===== config.mk =====
export PLATFORM = sky130hd
export DESIGN_NAME = axi4lite_slave_frontend
export DESIGN_NICKNAME = d
export VERILOG_FILES = /design/src/rtl/bridge_pkg.sv /design/src/rtl/axi4lite_hold_reg.sv /design/src/rtl/axi4lite_slave_frontend.sv
export SDC_FILE = /design/constraint.sdc
export NUM_CORES = 1
export LEC_CHECK = 0
export BUFFER_PORTS_ARGS = -buffer_cell sky130_fd_sc_hd__buf_4
export CAP_MARGIN = 10
export CORE_AREA = 5 5 178 180
export CTS_BUF_LIST = sky130_fd_sc_hd__clkbuf_8 sky130_fd_sc_hd__clkbuf_16
export CTS_CLUSTER_DIAMETER = 30
export CTS_CLUSTER_SIZE = 24
export DETAILED_ROUTE_END_ITERATION = 7
export DIE_AREA = 0 0 183 185
export SLEW_MARGIN = 0
export SYNTH_ARGS = -nofsm -noshare
export SYNTH_HDL_FRONTEND = slang
export SYNTH_SLANG_ARGS = --single-unit

===== constraint.sdc =====
create_clock -name clk -period 8.1 [get_ports clk]
set_input_delay 1.62 -clock clk [delete_from_list [all_inputs] [get_ports clk]]
set_output_delay 1.62 -clock clk [all_outputs]
set_load 0.03 [all_outputs]

===== src/rtl/bridge_pkg.sv =====
// Types and constants shared by the AXI4-Lite frontend and the APB transactor.
package bridge_pkg;

    localparam int unsigned PROT_W = 3;
    localparam int unsigned RESP_W = 2;

    localparam logic [RESP_W-1:0] RESP_OKAY   = 2'b00;
    localparam logic [RESP_W-1:0] RESP_SLVERR = 2'b10;

    typedef enum logic [2:0] {
        ST_IDLE  = 3'd0,
        ST_CMD   = 3'd1,
        ST_WAIT  = 3'd2,
        ST_BRESP = 3'd3,
        ST_RRESP = 3'd4
    } fe_state_e;

    // Map a transactor error flag onto the AXI response code.
    function automatic logic [RESP_W-1:0] resp_code(input logic err);
        return err ? RESP_SLVERR : RESP_OKAY;
    endfunction

endpackage


===== src/rtl/axi4lite_hold_reg.sv =====
// One-entry valid/ready holding register: accepts a beat whenever empty,
// keeps it until the owner clears it.
module axi4lite_hold_reg #(
    parameter int unsigned W = 8
) (
    input  logic         clk,
    input  logic         rst,
    input  logic         in_valid,
    input  logic [W-1:0] in_data,
    input  logic         clear,
    output logic         ready_c,
    output logic         held,
    output logic [W-1:0] data
);

    assign ready_c = !held;

    // Clear wins; the owner only clears while full, so it never races a capture.
    always_ff @(posedge clk or posedge rst) begin
        if (rst) begin
            held <= 1'b0;
            data <= '0;
        end else if (clear) begin
            held <= 1'b0;
        end else if (in_valid && !held) begin
            held <= 1'b1;
            data <= in_data;
        end
    end

endmodule


===== src/rtl/axi4lite_slave_frontend.sv =====
// AXI4-Lite slave frontend: captures AW/W/AR, arbitrates one outstanding
// command towards the APB transactor and returns the B/R response.
module axi4lite_slave_frontend
    import bridge_pkg::*;
#(
    parameter int unsigned dataWidth = 32,
    parameter int unsigned addrWidth = 32
) (
    input  logic                   clk,
    input  logic                   rst,
    input  logic                   awvalid,
    output logic                   awready,
    input  logic [addrWidth-1:0]   awaddr,
    input  logic [2:0]             awprot,
    input  logic                   wvalid,
    output logic                   wready,
    input  logic [dataWidth-1:0]   wdata,
    input  logic [dataWidth/8-1:0] wstrb,
    output logic                   bvalid,
    input  logic                   bready,
    output logic [1:0]             bresp,
    input  logic                   arvalid,
    output logic                   arready,
    input  logic [addrWidth-1:0]   araddr,
    input  logic [2:0]             arprot,
    output logic                   rvalid,
    input  logic                   rready,
    output logic [dataWidth-1:0]   rdata,
    output logic [1:0]             rresp,
    output logic                   cmd_valid,
    input  logic                   cmd_ready,
    output logic                   cmd_write,
    output logic [addrWidth-1:0]   cmd_addr,
    output logic [dataWidth-1:0]   cmd_wdata,
    output logic [dataWidth/8-1:0] cmd_strb,
    output logic [2:0]             cmd_prot,
    input  logic                   rsp_valid,
    input  logic                   rsp_err,
    input  logic [dataWidth-1:0]   rsp_rdata
);

    localparam int unsigned STRB_W = dataWidth / 8;
    localparam int unsigned AW_W   = addrWidth + PROT_W;
    localparam int unsigned W_W    = dataWidth + STRB_W;

    fe_state_e           state;
    fe_state_e           state_nxt;
    logic                aw_held;
    logic                w_held;
    logic [AW_W-1:0]     aw_data;
    logic [W_W-1:0]      w_data;
    logic                hold_clr;
    logic                write_pend;
    logic                contend;
    logic                grant_wr;
    logic                grant_rd;
    logic                prio_wr;

    axi4lite_hold_reg #(.W(AW_W)) u_aw_hold (
        .clk      (clk),
        .rst      (rst),
        .in_valid (awvalid),
        .in_data  ({awprot, awaddr}),
        .clear    (hold_clr),
        .ready_c  (awready),
        .held     (aw_held),
        .data     (aw_data)
    );

    axi4lite_hold_reg #(.W(W_W)) u_w_hold (
        .clk      (clk),
        .rst      (rst),
        .in_valid (wvalid),
        .in_data  ({wstrb, wdata}),
        .clear    (hold_clr),
        .ready_c  (wready),
        .held     (w_held),
        .data     (w_data)
    );

    // State register.
    always_ff @(posedge clk or posedge rst) begin
        if (rst) begin
            state <= ST_IDLE;
        end else begin
            state <= state_nxt;
        end
    end

    // Next-state logic.
    always_comb begin
        state_nxt = state;
        case (state)
            ST_IDLE: begin
                if (grant_wr || grant_rd) begin
                    state_nxt = ST_CMD;
                end
            end
            ST_CMD: begin
                if (cmd_valid && cmd_ready) begin
                    state_nxt = ST_WAIT;
                end
            end
            ST_WAIT: begin
                if (rsp_valid) begin
                    state_nxt = cmd_write ? ST_BRESP : ST_RRESP;
                end
            end
            ST_BRESP: begin
                if (bvalid && bready) begin
                    state_nxt = ST_IDLE;
                end
            end
            ST_RRESP: begin
                if (rvalid && rready) begin
                    state_nxt = ST_IDLE;
                end
            end
            default: state_nxt = ST_IDLE;
        endcase
    end

    // Grant decode; prio_wr picks the winner only when both sides request.
    always_comb begin
        write_pend = 1'b0;
        contend    = 1'b0;
        grant_wr   = 1'b0;
        grant_rd   = 1'b0;
        arready    = 1'b0;
        hold_clr   = 1'b0;
        if (state == ST_IDLE) begin
            write_pend = aw_held && w_held;
            contend    = write_pend && arvalid;
            grant_wr   = write_pend && (!arvalid || prio_wr);
            grant_rd   = arvalid && !grant_wr;
            arready    = grant_rd;
            hold_clr   = grant_wr;
        end
    end

    // Command register towards the transactor; fields frozen until the next grant.
    always_ff @(posedge clk or posedge rst) begin
        if (rst) begin
            prio_wr   <= 1'b0;
            cmd_valid <= 1'b0;
            cmd_write <= 1'b0;
            cmd_addr  <= '0;
            cmd_wdata <= '0;
            cmd_strb  <= '0;
            cmd_prot  <= '0;
        end else begin
            if (contend) begin
                prio_wr <= !prio_wr;
            end
            if (grant_wr) begin
                cmd_write <= 1'b1;
                cmd_addr  <= aw_data[addrWidth-1:0];
                cmd_prot  <= aw_data[AW_W-1 -: PROT_W];
                cmd_wdata <= w_data[dataWidth-1:0];
                cmd_strb  <= w_data[W_W-1 -: STRB_W];
            end else if (grant_rd) begin
                cmd_write <= 1'b0;
                cmd_addr  <= araddr;
                cmd_prot  <= arprot;
                cmd_wdata <= '0;
                cmd_strb  <= '0;
            end
            if (grant_wr || grant_rd) begin
                cmd_valid <= 1'b1;
            end else if (cmd_valid && cmd_ready) begin
                cmd_valid <= 1'b0;
            end
        end
    end

    // B/R response registers; completions outside WAIT are ignored.
    always_ff @(posedge clk or posedge rst) begin
        if (rst) begin
            bvalid <= 1'b0;
            bresp  <= '0;
            rvalid <= 1'b0;
            rresp  <= '0;
            rdata  <= '0;
        end else begin
            if (state == ST_WAIT && rsp_valid) begin
                if (cmd_write) begin
                    bvalid <= 1'b1;
                    bresp  <= resp_code(rsp_err);
                end else begin
                    rvalid <= 1'b1;
                    rresp  <= resp_code(rsp_err);
                    rdata  <= rsp_rdata;
                end
            end else begin
                if (bvalid && bready) begin
                    bvalid <= 1'b0;
                end
                if (rvalid && rready) begin
                    rvalid <= 1'b0;
                end
            end
        end
    end

endmodule


# == Word-level counts from Yosys, hierarchy flattened ==
# Index checks and enable logic that the tools add are counted.
# totals
regBits,188
inputBits,148
output_inout_bits,114
# op_classes
eq_ne,11
muxes,33
bitwise,2
n_reduce_logical,31
# op_table
op,n
$mux 32,4
$mux 3,8
$mux 1,17
$pmux 3 s5,1
$ne 2x2->1 const B,7
$reduce_and 2->1,6
$reduce_bool 2->1,6
$logic_and 1x1->1,10
$mux 4,2
$eq 3x2->1 const B,2
$logic_not 1->1,5
$reduce_and 5->1,1
$eq 3x1->1 const B,1
$eq 3x3->1 const B,1
$logic_not 3->1,1
$logic_or 1x1->1,2
$mux 2,1
$not 1->1,2

# == Depth between registers and ports, before layout ==
# Gate-level depths: netlist of the first run.
# depth
ltp_word,9
depth_mapped,6
ltp_nobuf,3

# == By module ==
# From an unflattened synthesis of the first run, not the netlist that was laid out.
# hier_totals
hier_cells,562
area_unflattened_um2,7581.0
# modules_own_cells
mod,n_inst,cells_each,area_per_inst_um2,seq_area_each_um2
axi4lite_slave_frontend,1,401,4675.7,2827.7
axi4lite_hold_reg at u_w_hold,1,82,1542.7,925.9
axi4lite_hold_reg at u_aw_hold,1,79,1362.6,900.9

# == Least setup slack after synthesis of the first run ==
# OpenSTA, ideal clock, no wires.
# synth_path
path_kind,input -> output
start,in arvalid
end,out arready
t_arrival_ns,2.536
slack_ns,3.944
cell_stages,4
n_path_buf,2
path_cell_list,nand2b_1 buf_2 clkbuf_1 a21oi_1
# synth_between
elab_chain_cells,6
# synth_rtl
item,line_no,source
start: declaration,axi4lite_slave_frontend.sv:22,"input logic arvalid,"
$logic_not 1->1,axi4lite_slave_frontend.sv:134,grant_wr = write_pend && (!arvalid || prio_wr);
$logic_or 1x1->1,axi4lite_slave_frontend.sv:134,
$logic_and 1x1->1,axi4lite_slave_frontend.sv:134,
$logic_not 1->1,axi4lite_slave_frontend.sv:135,grant_rd = arvalid && !grant_wr;
$logic_and 1x1->1 *,axi4lite_slave_frontend.sv:135,
$mux 1 *,axi4lite_slave_frontend.sv:131,if (state == ST_IDLE) begin
end: declaration,axi4lite_slave_frontend.sv:23,"output logic arready,"
# Every way passes the cells marked *; elsewhere a longest branch is shown, timed or not.

# == Worst setup path after layout of the first run ==
# Ends and elaborated chain as after synthesis.

==> results.toml, run 1 <==
[run_status]
status = "completed"

[power]
internal_power_mw = 2.49
clkPwrFrac = 0.198
switching_share = 0.393
p_comb_frac = 0.417
ir_drop_mv = 0.128
leakage_nw = 4.84
power_switching_mw = 1.61
seq_power_share = 0.385
power_density_mw_per_mm2 = 398

[critical_path]
crit_arrival_ns = 2.17
critical_path_peak_fanout = 5
worstSetupPathType = "primary input to primary output"
critPathLaunchType = "primary input"
critPathCaptureType = "primary output"
crit_required_ns = 6.48

[detailed_routing]
first_pass_iters = 4
drt.antenna.violating_nets = 0
drt-total-wl_um = 21800
vias = 5514
wl_per_cell_um = 18.0
drtIter0Drc = 266
drc_errors = 0
vias_per_cell = 4.55

[clocking]
postCtsSetupBuffers = 0
cts_tree = "built"
clock_path_buffers = 2
h-tree-depth = 4
insertion_delay_ns = 0.43
clkSinkCount = 186
numCtsBuffers = 17
clk_pin_slew_ns = 0.07
hold_buffers = 0
cts-resized-gates = 0
cts-root-buf = "clkbuf_16"

[timing]
rsz0062_at_grt = "no"
post-route-period-util = 0.467
setup-violations-final = 0
max_freq_mhz = 264
relSlewSlack = 0.265
slew_viol_final = 0
tightest_slew_ns = 1.10
fin_crit_ns = 3.79
finalHoldViolCount = 0
setup_tns_ns = 0
fin_skew_ns = 0.0102

[synth]
synthFlopType = "dfrtp_1"
ys_ff_latch = 186
syn_area_mm2 = 0.00737
synth_area_leaders = "dfrtp_1 (63%), mux2_2 (12%), mux2_1 (4.4%)"
synth_area_leader_cell = "dfrtp_1"
synth.avg_cell_area_um2 = 13.1
synth.distinct_cells = 29
yosysWarnings = 0
synth_cells = 561
synth-edff-count = 0
ys_seq_area_frac = 0.631
synth_top_area_frac = 0.631
async_flop_share = 1.00

[floorplan]
rows = 64
fp.dieW_um = 183
initial_utilization = 0.245
boundaryPins = 262
die_y_um = 185
die-area_mm2 = 0.0339
core_area_mm2 = 0.0300

[min_path]
min_path_type = "flip-flop to flip-flop"

[grt]
grt_max_degree = 119
grt_usage = 0.127
grt_pass1_vias = 5642
antenna_found_initial = 1
grt_pass1_wl_um = 33600
grt_overflow_total = 0

[placed_design]
io_buffers = 259
dp.cells = 1180
place_congestion = 0.727
dp_hpwl_um = 14600
place_area_mm2 = 0.00970

[cells_and_area]
antenna_cells = 0
areaGrowthSynthToFinish_pct = 39.5
final_layout_size_suffix_gt1_frac = 0.465
final_cell_mix = "buf_4 (268), dfrtp_1 (186), mux2_2 (76)"
postLayoutCellArea_mm2 = 0.0103
nNetsFinal = 952
final_cell_count_no_fill = 1213
mostFrequentLayoutCell = "buf_4"
fillers = 3030

[run]
cap_violations = 0
==> synth_stat cells (5+ instances only) <==
cell type / number
nand3_1: 38
clkbuf_1: 20
o21ai_0: 37
buf_2: 23
a31oi_1: 37
mux2_1: 29
a21oi_1: 40
nand2_1: 7
dfrtp_1: 186
a22o_1: 36
mux2_2: 76
inv_1: 5
==> power by group through the flow <==
stage | Clock, mW | Sequential (mW) | Combinational, mW
finish | 0.812 | 1.58 | 1.71
global route | 0.880 | 1.63 | 1.83
CTS | 0.840 | 1.58 | 1.72
detailed placement | 0 | 1.59 | 1.72
global placement | 0 | 1.58 | 1.69
floorplan | 0 | 1.98 | 0.662
==> worst paths after layout <==
check / from / to / slack (ns) / cells after the start
worst max-delay path: arvalid / arready / 4.31 / 4
worst min-delay path: u_w_hold.data[3]$_DFFE_PP0P_ / cmd_wdata[3]$_DFFE_PP0P_ / 0.48 / 1
worst max register to register: u_aw_hold.held$_DFFE_PP0P_ / cmd_wdata[30]$_DFFE_PP0P_ / 5.63 / 4
worst min register to register: u_w_hold.data[3]$_DFFE_PP0P_ / cmd_wdata[3]$_DFFE_PP0P_ / 0.48 / 1
max in group asynchronous: rst / cmd_addr[27]$_DFFE_PP0P_ / 5.23 / 3
min in group asynchronous: rst / rdata[25]$_DFFE_PP0P_ / 1.36 / 2
==> registers in the layout, indices dropped and copies added, names as in the netlist <==
signal,flops
cmd_wdata,32
rresp,1
cmd_valid,1
u_w_hold.data,36
u_w_hold.held,1
prio_wr,1
cmd_write,1
rdata,32
u_aw_hold.held,1
cmd_addr,32
bresp,1
u_aw_hold.data,35
bvalid,1
cmd_strb,4
cmd_prot,3
state,3
rvalid,1
==> worst max-delay path, stage by stage <==
cell	delay, ns
buf_4	0.10
nand2b_1	0.07
a21oi_1	0.17
buf_4	0.20
==> per-layer routing <==
| layer | GRT usage | share of wire | up-vias |
|---|---|---|---|
| met4 | 0.0417 | 0.024 | 0 |
| met3 | 0.0408 | 0.069 | 28 |
| met1 | 0.167 | 0.42 | 2774 |
| met2 | 0.201 | 0.48 | 177 |
| met5 | 0 | 0 | - |
| li1 | - | - | 2535 |
==> cell type report <==
type | count | area, µm² | share of cell area
multi-input combinational | 325 | 2520 | 0.245
sequential | 186 | 4650 | 0.453
inverter | 5 | 26.3 | 0.00256
timing repair buffer | 269 | 2040 | 0.198
clock inverter | 15 | 126 | 0.0123
tap | 396 | 495 | 0.0482
clock buffer | 17 | 425 | 0.0414
==> per-stage QoR <==
stage | util | setup WS, ns | total power [mW] | hold slack [ns]
after floorplan | - | 1.42 | 2.65 | 0.459
after detailed placement | 0.323 | 4.28 | 3.31 | 0.472
after global routing | 0.342 | 4.24 | 4.35 | 0.503
final | 0.342 | 4.31 | 4.10 | 0.485
after CTS | 0.342 | 4.28 | 4.14 | 0.487
after global placement | 0.323 | 4.22 | 3.27 | 0.468
==> logic make-up after synthesis <==
| family | after synthesis | synth area share |
|---|---|---|
| flops | 186 | 0.631 |
| compound gates | 155 | 0.132 |
| mux | 105 | 0.160 |
| simple gates | 62 | 0.0441 |
| buf+inv | 51 | 0.0309 |
| xor+xnor | 1 | 0.00119 |
| other cells | 1 | 0.000509 |
Note: power is estimated with default switching activity, not from simulation.
==> inputs of run 2 (changes only) <==
==> constraint.sdc (replaced) <==
create_clock -name clk -period 3.4 [get_ports clk]
set_input_delay 0.68 -clock clk [delete_from_list [all_inputs] [get_ports clk]]
set_output_delay 0.68 -clock clk [all_outputs]
set_load 0.03 [all_outputs]
==> run 2 against run 1 <==
Net effect: largest cell class unchanged; register-to-register slack got worse by 4.3 ns; hold slack worse by 0.14 ns; combinational power increased by 140%; core utilization is 0.41 points higher; critical endpoint unchanged; sequential share of layout area down 0.53 points; non-clock buffer count rose by 5; clock power grew to 2.6 times the previous value; critical path depth shrank 1; routed wire length decreased by 1.7%; global-route usage fell by 0.28 points; setup slack lost 3.5 ns; first-iteration DRC count is 6.4% lower.
==> results.toml, run 2 (synthesis gave the netlist of run 1 again) <==
[grt]
grt_usage = 0.124
antenna_found_initial = 0
grt_pass1_vias = 5743
grt_max_degree = 79
grt_overflow_total = 0
grt_pass1_wl_um = 33100

[cells_and_area]
regMostFlops = "u_w_hold.data"
nNetsFinal = 957
final_cell_mix = "buf_4 (270), dfrtp_1 (186), mux2_2 (76)"
fillers = 3029
areaGrowthSynthToFinish_pct = 41.2
largestRegisters = "u_w_hold.data x36, u_aw_hold.data x35"
largest_reg_flops = 36
final_layout_size_suffix_gt1_frac = 0.472
mostFrequentLayoutCell = "buf_4"
seq_area_mm2 = 0.00465
antenna_cells = 0
postLayoutCellArea_mm2 = 0.0104
multiInputGateArea_mm2 = 0.00252

[power]
power_density_mw_per_mm2 = 952
internal_power_mw = 6.05
leakage_nw = 4.89
ir_drop_mv = 0.284
seq_power_share = 0.381
switching_share = 0.389
clkPwrFrac = 0.213
power_switching_mw = 3.85
p_comb_frac = 0.407
finalPower_mw = 9.91

[min_path]
min_path_type = "primary input to async pin"

[timing]
finalHoldViolCount = 0
rsz0062_at_grt = "no"
setup-violations-final = 0
relSlewSlack = 0.247
whs_ns = 0.343
layout_setup_ws_ns = 0.840
fin_crit_ns = 2.56
setup_tns_ns = 0
post-route-period-util = 0.753
tightest_slew_ns = 1.13
fin_skew_ns = 0.0103
slew_viol_final = 0
max_freq_mhz = 391

[critical_path]
cpLargestDelayFamily = "simple AND/OR/NAND/NOR gates"
rrSetupSlack_ns = 1.35
critical_path_peak_fanout = 15
max_stage_delay_ns = 0.55
r2r_end = "cmd_wdata[2]$_DFFE_PP0P_"
crit_chain = "and2_1, a21oi_1, buf_4"
crit_slowest_cell = "and2_1"
crit_arrival_ns = 1.88
crit_required_ns = 2.72
critPathBufInv = 1
critPathLaunchType = "flip-flop"
critPathCaptureType = "primary output"
r2r_start = "u_w_hold.held$_DFFE_PP0P_"
worstSetupPathType = "flip-flop to primary output"
r2r_cells = 4

[clocking]
cts-root-buf = "clkbuf_16"
clkSinkCount = 186
hold_buffers = 0
clock_path_buffers = 2
clk_pin_slew_ns = 0.08
h-tree-depth = 4
numCtsBuffers = 17
cts_tree = "built"
insertion_delay_ns = 0.42
postCtsSetupBuffers = 0
cts-resized-gates = 0

[run]
cap_violations = 0

[floorplan]
die_y_um = 185
rows = 64
core_area_mm2 = 0.0300
die-area_mm2 = 0.0339
boundaryPins = 262
fp.dieW_um = 183
initial_utilization = 0.245

[detailed_routing]
dr_wl_met3_um = 1680
first_pass_iters = 4
wl_per_cell_um = 17.6
drt.antenna.violating_nets = 0
vias = 5550
drc_errors = 0
top_layer = "met4"
wl_met1_um = 9120
drt-total-wl_um = 21400
vias_per_cell = 4.56
wl_met2_um = 10200
drtIter0Drc = 249

[run_status]
status = "completed"

[placed_design]
place_area_mm2 = 0.00980
place_ws_ns = 1.19
place_congestion = 0.761
io_buffers = 259
dp_hpwl_um = 14700
[run 2: cell types whose count changed in the layout (fill, tap and decap cells not counted), moves of 2 or more]
cell      change
inv_8         +2
clkbuf_8      +2
inv_1         -3
buf_4         +2
buf_12        +4
[run 2: worst max-delay path by stage]
stage	start	to	slack (ns)	cells past startpoint
4_1_cts	u_w_hold.held$_DFFE_PP0P_	arready	0.78	3
3_5_place_dp	rsp_valid	rdata[2]$_DFFE_PP0P_	1.19	4
6_report	u_w_hold.held$_DFFE_PP0P_	arready	0.84	3
2_1_floorplan	rst	bresp[1]$_DFFE_PP0P_	0.33	1
5_1_grt	u_w_hold.held$_DFFE_PP0P_	arready	0.70	3
3_3_place_gp	rsp_valid	rdata[9]$_DFFE_PP0P_	1.21	4
[run 2: layout make-up]
type,instances,share of cell area
tap,396,0.0476
sequential,186,0.447
clock inverter,13,0.0151
timing repair buffer,274,0.202
clock buffer,19,0.0435
inverter,5,0.00216
multi-input combinational,325,0.242
[run 2: per-stage QoR]
stage,std cells,utilization
6_report,1218,0.347
5_1_grt,1218,0.347
4_1_cts,1218,0.347
3_5_place_dp,1186,0.326
3_3_place_gp,1186,0.326
2_1_floorplan,562,-
[run 2: metal layers]
metal  vias up  GRT usage
met5         -          0
met3        28     0.0422
li1       2552          -
met2       204      0.195
met1      2766      0.163
met4         0     0.0417
[run 2: power groups by stage]
| stage | clock network [mW] | registers (mW) | logic (mW) |
|---|---|---|---|
| 2_1_floorplan | 0 | 4.73 | 1.58 |
| 3_3_place_gp | 0 | 3.79 | 4.04 |
| 3_5_place_dp | 0 | 3.81 | 4.10 |
| 4_1_cts | 2.17 | 3.78 | 4.09 |
| 5_1_grt | 2.26 | 3.90 | 4.35 |
| 6_report | 2.11 | 3.77 | 4.03 |
[run 2: worst reg2reg max path, delay by kind of cell, from the launching register on]
| family | cells | cell delay (ns) |
|---|---|---|
| compound gates | 1 | 0.26 |
| simple gates | 2 | 0.80 |
| flops | 1 | 0.52 |
| buf+inv | 1 | 0.41 |
